$ cat src/rtl/fir_decim_filter.sv
`default_nettype none
// ============================================================================
// Module      : fir_decim_filter
// Description : Time-multiplexed decimating FIR low-pass with run-time
//               loadable coefficients, one MAC per clock, ready/valid output
//               handshake, round-half-up and saturation to the sample width.
// Revision    : 1.0 - initial release
// ============================================================================
module fir_decim_filter #(
  parameter int WIDTH      = 16,
  parameter int COEF_WIDTH = 16,
  parameter int TAPS       = 32,
  parameter int DECIM      = 4,
  parameter int OUT_SHIFT  = COEF_WIDTH - 1,
  parameter int ACC_WIDTH  = WIDTH + COEF_WIDTH + $clog2(TAPS)
) (
  input  logic                         clk,
  input  logic                         rst_n,
  input  logic                         ena,
  input  logic signed [WIDTH-1:0]      mix_data,
  output logic                         ready,
  output logic signed [WIDTH-1:0]      fir_data,
  output logic                         valid,
  output logic                         ovf,
  input  logic                         coef_we,
  input  logic [$clog2(TAPS)-1:0]      coef_addr,
  input  logic signed [COEF_WIDTH-1:0] coef_wdata,
  output logic                         coef_err
);

  // Widths: tap address, tap counter (needs to reach TAPS for the drain
  // step), phase counter, product, and accumulator plus one rounding bit.
  localparam int AW  = $clog2(TAPS);
  localparam int KW  = $clog2(TAPS + 1);
  localparam int PW  = (DECIM > 1) ? $clog2(DECIM) : 1;
  localparam int PRW = WIDTH + COEF_WIDTH;
  localparam int SW  = ACC_WIDTH + 1;

  localparam logic [AW-1:0] c_last_tap   = AW'(TAPS - 1);
  localparam logic [KW-1:0] c_k_end      = KW'(TAPS);
  localparam logic [PW-1:0] c_phase_last = PW'(DECIM - 1);

  localparam logic signed [SW-1:0] c_out_max =
    $signed({{(SW - WIDTH + 1){1'b0}}, {(WIDTH - 1){1'b1}}});
  localparam logic signed [SW-1:0] c_out_min =
    $signed({{(SW - WIDTH + 1){1'b1}}, {(WIDTH - 1){1'b0}}});

  typedef enum logic [1:0] {
    S_IDLE = 2'd0,
    S_MAC  = 2'd1,
    S_OUT  = 2'd2
  } state_t;

  state_t r_state;
  state_t w_state_nxt;

  logic signed [WIDTH-1:0]      r_hist [TAPS];
  logic signed [COEF_WIDTH-1:0] r_coef [TAPS];

  logic [AW-1:0]               r_head;
  logic [AW-1:0]               w_head_nxt;
  logic [AW-1:0]               r_rd_ptr;
  logic [PW-1:0]               r_phase;
  logic [KW-1:0]               r_k;
  logic [AW-1:0]               w_k_idx;
  logic signed [PRW-1:0]       w_prod;
  logic signed [PRW-1:0]       r_prod;
  logic signed [ACC_WIDTH-1:0] r_acc;

  logic                        w_idle;
  logic                        w_accept;
  logic                        w_trigger;
  logic                        w_addr_ok;
  logic                        w_coef_wr;

  logic signed [SW-1:0]        w_acc_ext;
  logic signed [SW-1:0]        w_rounded;
  logic signed [SW-1:0]        w_shifted;
  logic signed [WIDTH-1:0]     w_sat;

  assign w_idle     = (r_state == S_IDLE);
  assign w_accept   = ena && w_idle;
  assign w_trigger  = w_accept && (r_phase == c_phase_last);
  assign w_coef_wr  = coef_we && w_idle && w_addr_ok;

  // The newest sample lives at r_head; x[k] sits k slots behind it.
  assign w_head_nxt = (r_head == c_last_tap) ? '0 : r_head + 1'b1;

  // Addresses past the last tap can only occur when TAPS is not a power of 2.
  generate
    if ((1 << AW) == TAPS) begin : g_addr_full
      assign w_addr_ok = 1'b1;
    end else begin : g_addr_check
      assign w_addr_ok = ({1'b0, coef_addr} < (AW + 1)'(TAPS));
    end
  endgenerate

  // State register
  always_ff @(posedge clk) begin
    if (!rst_n) r_state <= S_IDLE;
    else        r_state <= w_state_nxt;
  end

  // Next-state and ready decode. MAC runs k = 0..TAPS: the final step issues
  // no product and lets the accumulator absorb the last registered one.
  always_comb begin
    w_state_nxt = r_state;
    ready       = 1'b0;
    case (r_state)
      S_IDLE: begin
        ready = 1'b1;
        if (w_trigger) w_state_nxt = S_MAC;
      end
      S_MAC: begin
        if (r_k == c_k_end) w_state_nxt = S_OUT;
      end
      S_OUT: begin
        w_state_nxt = S_IDLE;
      end
      default: begin
        w_state_nxt = S_IDLE;
      end
    endcase
  end

  // Circular history write and decimation phase tracking on accepted samples
  always_ff @(posedge clk) begin
    if (!rst_n) begin
      r_head  <= '0;
      r_phase <= '0;
      for (int i = 0; i < TAPS; i++) r_hist[i] <= '0;
    end else if (w_accept) begin
      r_hist[w_head_nxt] <= mix_data;
      r_head             <= w_head_nxt;
      r_phase            <= (r_phase == c_phase_last) ? '0 : r_phase + 1'b1;
    end
  end

  // Coefficient bank; writes only land while idle and in range
  always_ff @(posedge clk) begin
    if (!rst_n) begin
      for (int i = 0; i < TAPS; i++) r_coef[i] <= '0;
    end else if (w_coef_wr) begin
      r_coef[coef_addr] <= coef_wdata;
    end
  end

  // Product of the current tap; zero on the drain step past the last tap
  always_comb begin
    w_k_idx = '0;
    w_prod  = '0;
    if (r_k < c_k_end) begin
      w_k_idx = r_k[AW-1:0];
      w_prod  = PRW'(r_coef[w_k_idx]) * PRW'(r_hist[r_rd_ptr]);
    end
  end

  // Multiply-accumulate pipeline: register product, add the previous one
  always_ff @(posedge clk) begin
    if (!rst_n) begin
      r_k      <= '0;
      r_rd_ptr <= '0;
      r_prod   <= '0;
      r_acc    <= '0;
    end else if (w_trigger) begin
      r_k      <= '0;
      r_rd_ptr <= w_head_nxt;
      r_prod   <= '0;
      r_acc    <= '0;
    end else if (r_state == S_MAC) begin
      r_k      <= r_k + 1'b1;
      r_rd_ptr <= (r_rd_ptr == '0) ? c_last_tap : r_rd_ptr - 1'b1;
      r_prod   <= w_prod;
      r_acc    <= r_acc + ACC_WIDTH'(r_prod);
    end
  end

  // Round half-up before the arithmetic shift; no rounding term for shift 0
  assign w_acc_ext = SW'(r_acc);
  generate
    if (OUT_SHIFT > 0) begin : g_round
      localparam logic [SW-1:0] c_half = SW'(1) << (OUT_SHIFT - 1);
      assign w_rounded = w_acc_ext + $signed(c_half);
    end else begin : g_no_round
      assign w_rounded = w_acc_ext;
    end
  endgenerate
  assign w_shifted = w_rounded >>> OUT_SHIFT;

  // Clamp the shifted sum into the output range
  always_comb begin
    w_sat = WIDTH'(w_shifted);
    if (w_shifted > c_out_max)      w_sat = WIDTH'(c_out_max);
    else if (w_shifted < c_out_min) w_sat = WIDTH'(c_out_min);
  end

  // Output register: sample held between strobes, strobe leaves OUT
  always_ff @(posedge clk) begin
    if (!rst_n) begin
      fir_data <= '0;
      valid    <= 1'b0;
    end else begin
      valid <= (r_state == S_OUT);
      if (r_state == S_OUT) fir_data <= w_sat;
    end
  end

  // One-cycle error pulses for dropped samples and dropped coefficient writes
  always_ff @(posedge clk) begin
    if (!rst_n) begin
      ovf      <= 1'b0;
      coef_err <= 1'b0;
    end else begin
      ovf      <= ena && !w_idle;
      coef_err <= coef_we && (!w_idle || !w_addr_ok);
    end
  end

endmodule
`default_nettype wire

$ cat config.mk
export PLATFORM = sky130hd
export DESIGN_NAME = fir_decim_filter
export DESIGN_NICKNAME = d
export VERILOG_FILES = /design/src/rtl/fir_decim_filter.sv
export SDC_FILE = /design/constraint.sdc
export NUM_CORES = 2
export LEC_CHECK = 0
export BUFFER_PORTS_ARGS = -buffer_cell sky130_fd_sc_hd__clkbuf_2
export CORE_MARGIN = 3
export CORE_UTILIZATION = 50
export DETAILED_ROUTE_END_ITERATION = 7
export PLACE_DENSITY_LB_ADDON = 0.05
export SLEW_MARGIN = 20
export SYNTH_ARGS = -nofsm -noshare
export SYNTH_HDL_FRONTEND = slang
export SYNTH_SLANG_ARGS = --single-unit
$ cat constraint.sdc
create_clock -name clk -period 7.3 [get_ports clk]
set_input_delay 1.46 -clock clk [delete_from_list [all_inputs] [get_ports clk]]
set_output_delay 1.46 -clock clk [all_outputs]
set_load 0.005 [all_outputs]
==> qor.yml <==
cells_and_area:
  final_area_mm2: 0.0724
  area_growth_pct: 16.0
  nets: 5413
  finalCoreUtilization_pct: 58.5
  drive_above_1_share_pct: 23.2
clocking:
  clk_latency_ns: 0.77
  clock-sinks: 1142
  ctsLongestPathBuffers: 3
  cts_buffers: 131
  cts.reportedPaths.clkPinSlew_ns: 0.06
  hold_buffers: 0
  cts_tree: "yes"
  root_buffer: "clkbuf_16"
  htree_levels: 4
floorplanning:
  die_area_mm2: 0.129
  start_util_pct: 50.5
  pin_count: 61
  die_y_um: 359
  rows: 129
  core_mm2: 0.124
  die_w_um: 359
pwr:
  netSwitchingFraction_pct: 31.8
  power_frac_clock_pct: 30.0
  p_switching_mw: 6.75
  p_leak_nw: 28.2
  p_int_mw: 14.5
  pwr-share-seq_pct: 34.9
  comb_power_share_pct: 35.1
  p_per_area_mw_per_mm2: 293
  ir_drop_mv: 0.457
  p_total_mw: 21.3
critical_path:
  cp_slowest_cell: "mux4_2"
  end_kind: "register"
  worstPathMaxFanout: 8
  cp.buffers_inverters: 10
  worstSetupStartpointType: "register"
  worstPathRequired_ns: 7.92
  slowest_delay_ns: 0.57
  arrival_ns: 8.52
  path_class: "register to register"
  cpMostUsedCell: "fa_1"
  crit_family: "adder cells"
timing:
  maxSlewHeadroom_pct: 23.4
  tightest_slew_ns: 1.15
  hold_viol: 0
  setup_slack_ns: -0.597
  min_period_ns: 7.90
  drv_slew: 0
  fmax_mhz: 127
  holdWs_ns: 0.456
  setup_tns_ns: -4.65
  fin_crit_sh_pct: 108
  fin_skew_ns: 0.0354
  rsz0062_at_grt: "true"
  setup_viol: 18
global_route:
  antenna_found_initial: 8
  grt_overflow: 0
  track_usage_pct: 26.8
  grt_max_degree: 68
  grt_pass1_vias: 39218
  grt_pass1_wl_um: 257000
route:
  drc: 0
  antenna_left: 0
  vias: 37853
  drt_wl_total_um: 170000
  avgViaCountPerCell: 5.63
  wire_per_inst_um: 25.3
  drt_iter0_drc: 3594
  dr.pass1.iters: 5
status:
  violations: "negative setup slack"
  outcome: "finished with violations"
synthesis:
  syn_area_mm2: 0.0625
  synthFlopType: "edfxtp_1"
  seq_area_frac_synth_pct: 53.0
  syn_inst: 4672
  yosysUniqueCellTypes: 74
  syn_nets: 5101
  synth_seq_cells: 1142
  synth_top_cell_by_area: "edfxtp_1"
  postSynthAreaPerCell_um2: 13.4
  synth.top_cell.area_share_pct: 49.2
  yosysWarningCount: 0
  ys_async_sr_fraction_pct: 0
  synth_area_leaders: "edfxtp_1, mux4_2, and2_1, fa_1, dfxtp_1"
  synth-edff-count: 1024
place:
  hpwl_um: 114000
  placed_cell_area_mm2: 0.0672
  port_buffers: 60
  gp_congestion: 0.882
flow_run:
  maxCapViolations: 0
hold_path:
  holdCritPathClass: "register to register"
==> repair_timing <==
action,in CTS,in global routing
pin swaps,46,36
hold endpoints to repair,0,0
endpoints found under the setup margin,19,21
resized for setup,67,40
gates cloned,5,1
setup buffers,46,18
==> metrics by stage <==
stage / setup slack, ns / std cells
CTS: -0.533 / 6705
global route: -0.820 / 6723
finish: -0.597 / 6727
global placement: -0.619 / 6419
detailed placement: -0.571 / 6419
floorplan: -0.0242 / 4672
==> flip-flops by register name, summed over array words and instances (netlist names), named ones only <==
name,cells
ovf,1
r_k,6
r_rd_ptr,5
valid,1
coef_err,1
r_coef,512
r_acc,37
fir_data,16
r_state,2
r_head,5
r_prod,32
r_phase,2
r_hist,512
==> power groups by stage <==
stage | clock [mW] | sequential (mW) | combinational, mW
4_1_cts | 6.49 | 7.41 | 7.17
2_1_floorplan | 0 | 7.52 | 4.48
3_5_place_dp | 0 | 7.54 | 6.77
5_1_grt | 6.75 | 7.43 | 8.42
3_3_place_gp | 0 | 7.54 | 6.73
6_report | 6.38 | 7.41 | 7.47
==> worst min-delay path: cells and delay by family, from the launching register on <==
kind	cells	cell delay, ns
compound gates	1	0.05
flops	1	0.31
simple gates	1	0.05
==> kinds of logic (layout without fill, tap and decap cells) <==
kind of cell    Yosys count  in the layout  share of synthesized area [%]
compound gates          339            339                           3.50
xor+xnor                 80             80                           1.12
fa+ha+maj               388            388                           10.9
buf+inv                 653           1067                           4.06
flops                  1142           1142                           53.0
mux                     357            357                           12.3
other cells               0              4                              0
simple gates           1713           1713                           15.1
==> area by class of cell <==
class / count / area, um^2
flip-flops and latches: 1142 / 33100
inverters: 339 / 1290
repair buffers: 493 / 4480
diodes: 4 / 10.0
well taps: 1637 / 2050
fillers: 9797 / 51300
clock inverters: 70 / 637
multi-input cells: 2877 / 27400
clock buffers: 165 / 3480
==> final timing paths <==
check | startpoint | endpoint | slack, ns | cells after the start
min | r_acc[8]$_SDFFE_PP0P_ | r_acc[8]$_SDFFE_PP0P_ | 0.46 | 2
max reg2reg | register | r_prod[31]$_SDFFE_PP0P_ | -0.60 | 31
min reg2reg | r_acc[8]$_SDFFE_PP0P_ | r_acc[8]$_SDFFE_PP0P_ | 0.46 | 2
max | register | r_prod[31]$_SDFFE_PP0P_ | -0.60 | 31
==> metal layers <==
layer / GRT usage (%) / share of wire, % / wire length [um] / up-vias
met3: 4.52 / 7.6 / 12900 / 250
li1: - / - / - / 16980
met1: 38.4 / 42 / 72200 / 19341
met4: 7.93 / 2.7 / 4590 / 2
met5: 0 / 0.0076 / 13 / -
met2: 42.7 / 47 / 80600 / 1280
==> synthesized netlist by cell type (44+ instances only) <==
master and number:
and2_1 1030, edfxtp_1 1024, inv_1 339, mux4_2 320, nor2_1 314, fa_1 263
clkbuf_1 241, nand2_1 209, ha_1 125, dfxtp_1 118, o21ai_0 108, a21oi_1 83
buf_2 49, xnor2_1 44
==> cells in the final DEF (no fill, tap or decap), types with 37 or more instances in the layout <==
master / Yosys / layout
nor2_2: 1 / 44
ha_1: 125 / 117
o21ai_1: 4 / 68
xnor2_1: 44 / 42
o21ai_0: 108 / 37
and2_1: 1030 / 1030
inv_1: 339 / 325
edfxtp_1: 1024 / 1024
buf_12: 0 / 54
nand2_1: 209 / 206
clkbuf_2: 1 / 59
dfxtp_1: 118 / 110
a21oi_1: 83 / 75
clkbuf_16: 0 / 134
buf_4: 6 / 349
fa_1: 263 / 253
mux4_2: 320 / 320
nor2_1: 314 / 269
Note: power is estimated with default switching activity, not from simulation.
